[config.mk]
export PLATFORM = sky130hd
export DESIGN_NAME = alu_unit
export DESIGN_NICKNAME = d
export VERILOG_FILES = /design/src/rtl/alu_unit.sv
export SDC_FILE = /design/constraint.sdc
export NUM_CORES = 1
export LEC_CHECK = 0
export ABC_AREA = 1
export CAP_MARGIN = 5
export CORE_MARGIN = 3
export CORE_UTILIZATION = 53
export DETAILED_ROUTE_END_ITERATION = 10
export PLACE_DENSITY_LB_ADDON = 0.3
export SYNTH_ARGS = -nofsm -noshare
export SYNTH_HDL_FRONTEND = slang
export SYNTH_SLANG_ARGS = --single-unit
[constraint.sdc]
create_clock -name clk -period 2.04 [get_ports clk]
set_clock_uncertainty 0.05 [all_clocks]
set_input_delay 0.51 -clock clk [delete_from_list [all_inputs] [get_ports clk]]
set_output_delay 0.51 -clock clk [all_outputs]
set_load 0.01 [all_outputs]
[src/rtl/alu_unit.sv]
// 8-bit multi-cycle ALU stage: captures operands on start, strobes done with registered result/flags.
// Optional shift-add multiplier is built only when ALU_MUL_EN is defined.
module alu_unit (
  input  logic       clk,
  input  logic       rst,
  input  logic       start,
  input  logic [2:0] op,
  input  logic [7:0] inA,
  input  logic [7:0] inB,
  output logic       busy,
  output logic       done,
  output logic [7:0] result,
  output logic [7:0] result_hi,
  output logic       zero,
  output logic       carry
);

`ifdef ALU_MUL_EN
  typedef enum logic [1:0] {ST_IDLE, ST_EXEC, ST_MUL, ST_DONE} state_t;
`else
  typedef enum logic [1:0] {ST_IDLE, ST_EXEC, ST_DONE} state_t;
`endif

  state_t     r_state;
  logic [2:0] r_op;
  logic [7:0] r_a;
  logic [7:0] r_b;
  logic       r_busy;
  logic       r_done;
  logic [7:0] r_result;
  logic [7:0] r_resultHi;
  logic       r_zero;
  logic       r_carry;

  logic [8:0] w_sum;
  logic [8:0] w_diff;
  logic [7:0] w_res;
  logic       w_cy;

`ifdef ALU_MUL_EN
  logic [3:0]  r_count;
  logic [15:0] r_acc;
  logic [7:0]  r_mplr;
  logic [8:0]  w_upper;
  logic [15:0] w_accNext;

  // One shift-add step: the 9-bit upper sum keeps the add carry as it shifts in.
  always_comb begin
    w_upper   = {1'b0, r_acc[15:8]} + (r_mplr[0] ? {1'b0, r_a} : 9'd0);
    w_accNext = {w_upper, r_acc[7:1]};
  end
`endif

  always_comb begin
    w_sum  = {1'b0, r_a} + {1'b0, r_b};
    w_diff = {1'b0, r_a} - {1'b0, r_b};
    w_res  = 8'h00;
    w_cy   = 1'b0;
    case (r_op)
      3'b000: begin w_res = w_sum[7:0];  w_cy = w_sum[8];  end
      3'b001: begin w_res = w_diff[7:0]; w_cy = w_diff[8]; end
      3'b010: w_res = r_a & r_b;
      3'b011: w_res = r_a | r_b;
      3'b100: w_res = r_a ^ r_b;
      3'b101: begin w_res = {r_a[6:0], 1'b0}; w_cy = r_a[7]; end
      3'b110: begin w_res = {1'b0, r_a[7:1]}; w_cy = r_a[0]; end
      default: begin w_res = 8'h00; w_cy = 1'b0; end
    endcase
  end

  always_ff @(posedge clk) begin
    if (rst) begin
      r_state    <= ST_IDLE;
      r_op       <= 3'd0;
      r_a        <= 8'h00;
      r_b        <= 8'h00;
      r_busy     <= 1'b0;
      r_done     <= 1'b0;
      r_result   <= 8'h00;
      r_resultHi <= 8'h00;
      r_zero     <= 1'b0;
      r_carry    <= 1'b0;
`ifdef ALU_MUL_EN
      r_count    <= 4'd0;
      r_acc      <= 16'h0000;
      r_mplr     <= 8'h00;
`endif
    end else begin
      r_done <= 1'b0;
      case (r_state)
        // DONE accepts a new request exactly like IDLE for back-to-back issue.
        ST_IDLE, ST_DONE: begin
          if (start) begin
            r_op   <= op;
            r_a    <= inA;
            r_b    <= inB;
            r_busy <= 1'b1;
`ifdef ALU_MUL_EN
            r_count <= 4'd0;
            r_acc   <= 16'h0000;
            r_mplr  <= inB;
            r_state <= (op == 3'b111) ? ST_MUL : ST_EXEC;
`else
            r_state <= ST_EXEC;
`endif
          end else begin
            r_state <= ST_IDLE;
          end
        end
        ST_EXEC: begin
          r_result   <= w_res;
          r_resultHi <= 8'h00;
          r_zero     <= (w_res == 8'h00);
          r_carry    <= w_cy;
          r_done     <= 1'b1;
          r_busy     <= 1'b0;
          r_state    <= ST_DONE;
        end
`ifdef ALU_MUL_EN
        ST_MUL: begin
          r_acc   <= w_accNext;
          r_mplr  <= {1'b0, r_mplr[7:1]};
          r_count <= r_count + 4'd1;
          if (r_count == 4'd7) begin
            r_result   <= w_accNext[7:0];
            r_resultHi <= w_accNext[15:8];
            r_zero     <= (w_accNext == 16'h0000);
            r_carry    <= (w_accNext[15:8] != 8'h00);
            r_done     <= 1'b1;
            r_busy     <= 1'b0;
            r_state    <= ST_DONE;
          end
        end
`endif
        default: r_state <= ST_IDLE;
      endcase
    end
  end

  assign busy      = r_busy;
  assign done      = r_done;
  assign result    = r_result;
  assign result_hi = r_resultHi;
  assign zero      = r_zero;
  assign carry     = r_carry;

endmodule

==> results of run 1 <==
-- power by group through the flow --
stage / combinational (W) / sequential, W / clock (W)
floorplan: 0.000398 / 0.000716 / 0
global placement: 0.000582 / 0.000720 / 0
detailed placement: 0.000593 / 0.000723 / 0
CTS: 0.000600 / 0.000708 / 0.000629
global route: 0.000718 / 0.000717 / 0.000662
finish: 0.000648 / 0.000713 / 0.000622
-- worst min-delay path by stage --
stage	from	end	slack (ps)	cells past startpoint
CTS	result[6]	result[6]	410	2
global placement	carry	carry	390	2
floorplan	r_b[0]	r_b[0]	420	2
detailed placement	result[6]	result[6]	390	2
finish	result[7]	result[7]	400	2
global route	result[6]	result[6]	440	2
-- state kept, by name, indices dropped and copies added (netlist names) --
name     count
r_a          8
r_b          8
result       8
r_op         3
r_state      2
busy         1
carry        1
zero         1
-- worst min-delay path: cells and delay by family (launching register included) --
| kind | cells | cell delay (ps) |
|---|---|---|
| and+or+nand+nor | 2 | 100 |
| DFF | 1 | 310 |
-- through the flow --
| stage | total power, W | TNS (ps) | setup WS, ps |
|---|---|---|---|
| 6_report | 0.00198 | -3.66 | -3.66 |
| 4_1_cts | 0.00194 | 0 | 20.6 |
| 3_5_place_dp | 0.00132 | -12.1 | -12.1 |
| 3_3_place_gp | 0.00130 | 0 | 34.9 |
| 2_1_floorplan | 0.00111 | 0 | 210 |
| 5_1_grt | 0.00210 | -138 | -130 |
-- cell type report --
| cell class | count | share of cell area (%) |
|---|---|---|
| clock inverter | 3 | 1.40 |
| tap | 50 | 2.06 |
| multi-input combinational | 274 | 50.7 |
| sequential | 32 | 21.3 |
| inverter | 50 | 6.33 |
| timing repair buffer | 52 | 16.0 |
| clock buffer | 5 | 2.26 |
-- timing repair --
item,CTS,global route
endpoints found under the setup margin,2,6
pin swaps,0,11
resized for setup,3,23
setup buffers,0,3
-- cell families after synthesis --
group	share of synthesized area, %
AND/OR/NAND/NOR	29.8
other	0.155
flip-flops	26.5
AO/OA/AOI/OAI	15.8
adder cells (fa/ha/maj)	14.1
buffers and inverters	13.4
XOR/XNOR	0.362
-- layout by cell type (no fill, tap or decap), drive strengths merged --
master and instances:
buf 19, a22o 1, inv 50, clkinv 1, nand4 11, dfxtp 32, nand3 42, o21ai 31
ha 24, nor3 5, xor2 1, o22ai 3, clkdlybuf4s50 33, o21bai 1, clkinvlp 1, nand2 82
conb 8, clkbuf 5, bufinv 1, nor2 27, fa 2, a21oi 32, o221ai 1, o211ai 3
-- metal layers --
metal  part of all wire, %  GRT usage [%]  vias to the layer above
li1                      -              -                     1286
met1                    42           34.0                     1204
met2                    48           44.5                      128
met3                   6.8           4.65                       25
met4                   3.3           12.1                        0
met5                     0              0                        -
==> reports/qor.txt, run 1 <==
synth warn - 0
via count - 2643
Critical Path End Type - flip-flop
Max Freq - 0.489 GHz
slowest stage cell, crit path - fa_2
area of the multi-input gates - 1540 µm²
first-pass GRT wire length - 11300 µm
RSZ-0062 raised after global routing - yes
Hold WC Path Type - reg -> reg
vias in the first global route - 2456
CTS tree - yes
Worst Path Required - 2230 ps
CP Launch Point - r_a[0]
Hold Vio Cnt, Final - 0
Peak VDD IR - 0.427 mV
relative slew slack - 65.0%
reg2reg end - zero
Setup CP Type - reg -> reg
count of hold-fix buffers inserted at cts - 0
Tcrit/Tclk final - 100%
drt first pass iters - 5
PnR worst setup slack - -3.66 ps
Antenna Nets Post-Route - 0
number of synthesized flops with an enable pin - 0
post-synthesis instance area - 2420 µm²
Fin Hold WS - 402 ps
setup violators final - 1
DRC Markers - 0
DP Wirelength - 5370 µm
Critical Path Max Stage Delay - 470 ps
CTS H-tree lvls - 2
clock power share - 31.4%
crit-path most repeated cell - nand2_1
synthesis-to-layout area growth - 25.7%
sequential share of the synthesized area - 26.5%
clk root buf - clkbuf_8
fillers - 364
clk sinks - 32
Gate Count Post-Synth - 373
clk buf depth - 2
die span in y - 73.6 µm
layout cells sized above 1 - 11.3%
maximum fanout along the worst path - 3
asr flop ratio synth - 0%
crit path launch type - flip-flop
Finished Cell Area - 3040 µm²
grt total ovfl - 0
Cell Count, Final, Fillers Out - 466
final wirelength - 7000 µm
Synth top cells by count - nand2_1, inv_1, nand3_1, a21oi_1, dfxtp_1
Initial Utilization - 57.6%
max-slew violations - 0
port bufs - 33
Placer Congestion - 1.01
Comb pwr share - 32.7%
Reg-to-Reg Start - r_a[0]
register share of total power - 36.0%
violated checks - setup timing
die width - 73.6 µm
Top Ports - 42
num rows - 23
WP buf/inv - 3
routed length per instance - 15.0 µm
CP Depth - 15
Reg2Reg Setup Slack - -4 ps
minimum clock period - 2040 ps
internal power - 0.00129 W
Worst-Skew Late Latency - 290 ps
Max Cap Violations - 0
critical path capture point - zero
Num CTS Buffers - 5
syn avg cell area - 6.49 µm²
Die ar. - 5410 µm²
Netlist cell types - 24
top cells by area, synth - dfxtp_1, nand2_1, ha_1
register area - 648 µm²
largest net degree at the start of global routing - 30
ys flop type - dfxtp_1
FF-to-FF path depth - 15
# diodes - 0
DP Area - 2840 µm²
flops & latches, synth - 32
drt via density - 5.67
Switching Share - 34.9%
core area - 4200 µm²
net switching power - 0.000691 W
P_leak - 1.43 nW
gr usage total - 26.9%
CP arrival - 2240 ps
CP Cell Sequence - inv_4, ha_4, inv_4, fa_2, nand3_2, nand2_1, inv_1, nand2_1, nor2_2, nand2_1, nor2_2, nand3_1, nor2_1, nand2_1, nand2_1
placed cells - 455
Yosys top cell by area - dfxtp_1
PwrDens - 652 nW/µm²
outcome - finished, violations left
Clock transition at path regs - 70 ps
Nets - 463
Crit path max-delay family - simple AND/OR/NAND/NOR gates
drt initial violations - 251
count leader, synth - nand2_1
Slew @ Worst Pin - 522 ps
top cell type's share of synthesized area - 26.5%
initial antenna violation count - 0
Final Util - 72.4%
Power figures use the tool's default switching activity.
==> inputs of run 2 (changes only) <==
RECOVER_POWER = 50   (was default)
REMOVE_ABC_BUFFERS = 1   (was default)
==> reports/qor.txt, run 2 (same netlist as run 1, synthesis figures left out) <==
outcome - finished, final reports clean
Clock transition at path regs - 60 ps (about the same)
clock power share - 24.7% (-6.7 points)
num rows - 23 (unchanged)
Peak VDD IR - 0.346 mV (-19%)
Nets - 461 (-0.43%)
Antenna Nets Post-Route - 0 (unchanged)
slowest stage cell, crit path - fa_1
Crit path max-delay family - simple AND/OR/NAND/NOR gates
Worst Path Required - 2220 ps (about the same)
Max Cap Violations - 0 (unchanged)
placed cells - 455 (unchanged)
gr usage total - 23.3% (-3.7 points)
relative slew slack - 59.4% (-5.6 points)
core area - 4200 µm² (unchanged)
die span in y - 73.6 µm (unchanged)
internal power - 0.00115 W (-11%)
Slew @ Worst Pin - 608 ps (+86.0 ps)
# diodes - 0 (unchanged)
net switching power - 0.000623 W (-9.9%)
PwrDens - 596 nW/µm² (-8.5%)
setup violators final - 0 (-1)
crit-path most repeated cell - nand2_1
maximum fanout along the worst path - 3 (unchanged)
synthesis-to-layout area growth - 22.5%
Tcrit/Tclk final - 99.9% (-0.29 points)
crit path launch type - flip-flop
Worst-Skew Late Latency - 280 ps (about the same)
RSZ-0062 raised after global routing - yes
Comb pwr share - 35.5% (+2.8 points)
WP buf/inv - 3 (unchanged)
CTS tree - yes
CTS H-tree lvls - 2 (unchanged)
DRC Markers - 0 (unchanged)
Top Ports - 42 (unchanged)
DP Wirelength - 4590 µm (-15%)
port bufs - 33 (unchanged)
vias in the first global route - 2236 (-9.0%)
max-slew violations - 0 (unchanged)
commonest non-fill, non-tap cells in the layout - nand2_1, inv_1, nand3_1
Max Freq - 0.491 GHz (+0.30%)
minimum clock period - 2040 ps (-6.01 ps)
drt via density - 5.54 (-2.4%)
register share of total power - 39.8% (+3.8 points)
Hold WC Path Type - reg -> reg
initial antenna violation count - 0 (unchanged)
Hold Vio Cnt, Final - 0 (unchanged)
Setup CP Type - reg -> reg
clk root buf - clkbuf_8
drt initial violations - 201 (-20%)
CP Cell Sequence - ha_4, inv_2, fa_1, inv_1, nand3_1, nand2_1, inv_1, nand2_1, nor2_2, nand2_1, nor2_1, nand3_1, nor2_1, nand2_1, nand2_1
final wirelength - 6040 µm (-14%)
layout cells sized above 1 - 9.98% (-1.3 points)
Critical Path Max Stage Delay - 480 ps (about the same)
via count - 2552 (-3.4%)
Initial Utilization - 57.6% (unchanged)
die width - 73.6 µm (unchanged)
Placer Congestion - 0.949 (-6.3%)
clk sinks - 32 (unchanged)
drt first pass iters - 5 (unchanged)
grt total ovfl - 0 (unchanged)
CP arrival - 2210 ps (-30 ps)
Tot Pwr - 0.00177 W (-11%)
P_leak - 1.40 nW (-1.8%)
first-pass GRT wire length - 9960 µm (-12%)
Switching Share - 35.2% (+0.36 points)
TNS Setup - 0 ps (+3.66 ps)
Critical Path End Type - flip-flop
Die ar. - 5410 µm² (unchanged)
largest net degree at the start of global routing - 40 (+33%)
Num CTS Buffers - 5 (unchanged)
most common cell after layout, fill and taps aside - nand2_1
routed length per instance - 13.1 µm (-13%)
Cell Count, Final, Fillers Out - 461 (-1.1%)
clk buf depth - 2 (unchanged)
fillers - 375 (+3.0%)
## run 2: cell count changes in the layout (fill, tap and decap cells not counted), sizes merged
| cell | before | now |
|---|---|---|
| bufinv | 1 | 0 |
| dlygate4sd3 | 0 | 1 |
| clkinvlp | 1 | 0 |
| clkdlybuf4s50 | 33 | 32 |
| clkinv | 1 | 0 |
| clkbuf | 5 | 7 |
| buf | 19 | 15 |
## run 2: final cells by class
type | instances | area [µm²] | share of cell area [%]
clock buffers | 5 | 68.8 | 2.32
inverters | 50 | 188 | 6.33
multi-input cells | 274 | 1530 | 51.7
flip-flops and latches | 32 | 648 | 21.9
well taps | 50 | 62.6 | 2.11
repair buffers | 50 | 464 | 15.7
## run 2: tightest hold or removal path, delay by kind of cell, from the launching register on
| kind | cells | cell delay (ps) |
|---|---|---|
| flops | 1 | 310 |
| simple gates | 2 | 100 |
## run 2: what timing repair did
action,in CTS,in global routing
pin swaps,0,5
hold buffers,0,0
resized for setup,4,15
cloned,0,0
buffers inserted,0,1
setup endpoints to repair,1,5
## run 2: through the flow
stage	area [µm²]	utilization (%)	hold WS, ps	setup WS, ps
finish	2970	70.6	402	2.35
global route	2970	70.6	422	-190
CTS	2920	69.6	407	9.07
detailed placement	2850	67.8	393	-37.1
global placement	2850	67.8	386	50.5
floorplan	2310	-	419	207
## run 2: path summary, 6_finish.rpt
| path | slack, ps | start | depth (start not counted) | to |
|---|---|---|---|---|
| min reg2reg | 400 | result[6] | 2 | result[6] |
| max reg2reg | 2 | r_a[0] | 15 | zero |
| max | 2 | r_a[0] | 15 | zero |
| min | 400 | result[6] | 2 | result[6] |
## run 2: power groups by stage
stage                     Sequential (W)  Clock (W)  Combinational (W)
after floorplan                 0.000727          0           0.000359
after global placement          0.000713          0           0.000580
after detailed placement        0.000715          0           0.000592
after CTS                       0.000702   0.000450           0.000598
after global routing            0.000708   0.000475           0.000709
final                           0.000704   0.000436           0.000628
## run 2: layer usage
| layer | routed length, µm | GRT usage [%] |
|---|---|---|
| met1 | 2590 | 32.1 |
| met5 | 0 | 0 |
| met4 | 161 | 9.86 |
| met2 | 2730 | 35.7 |
| met3 | 565 | 3.69 |
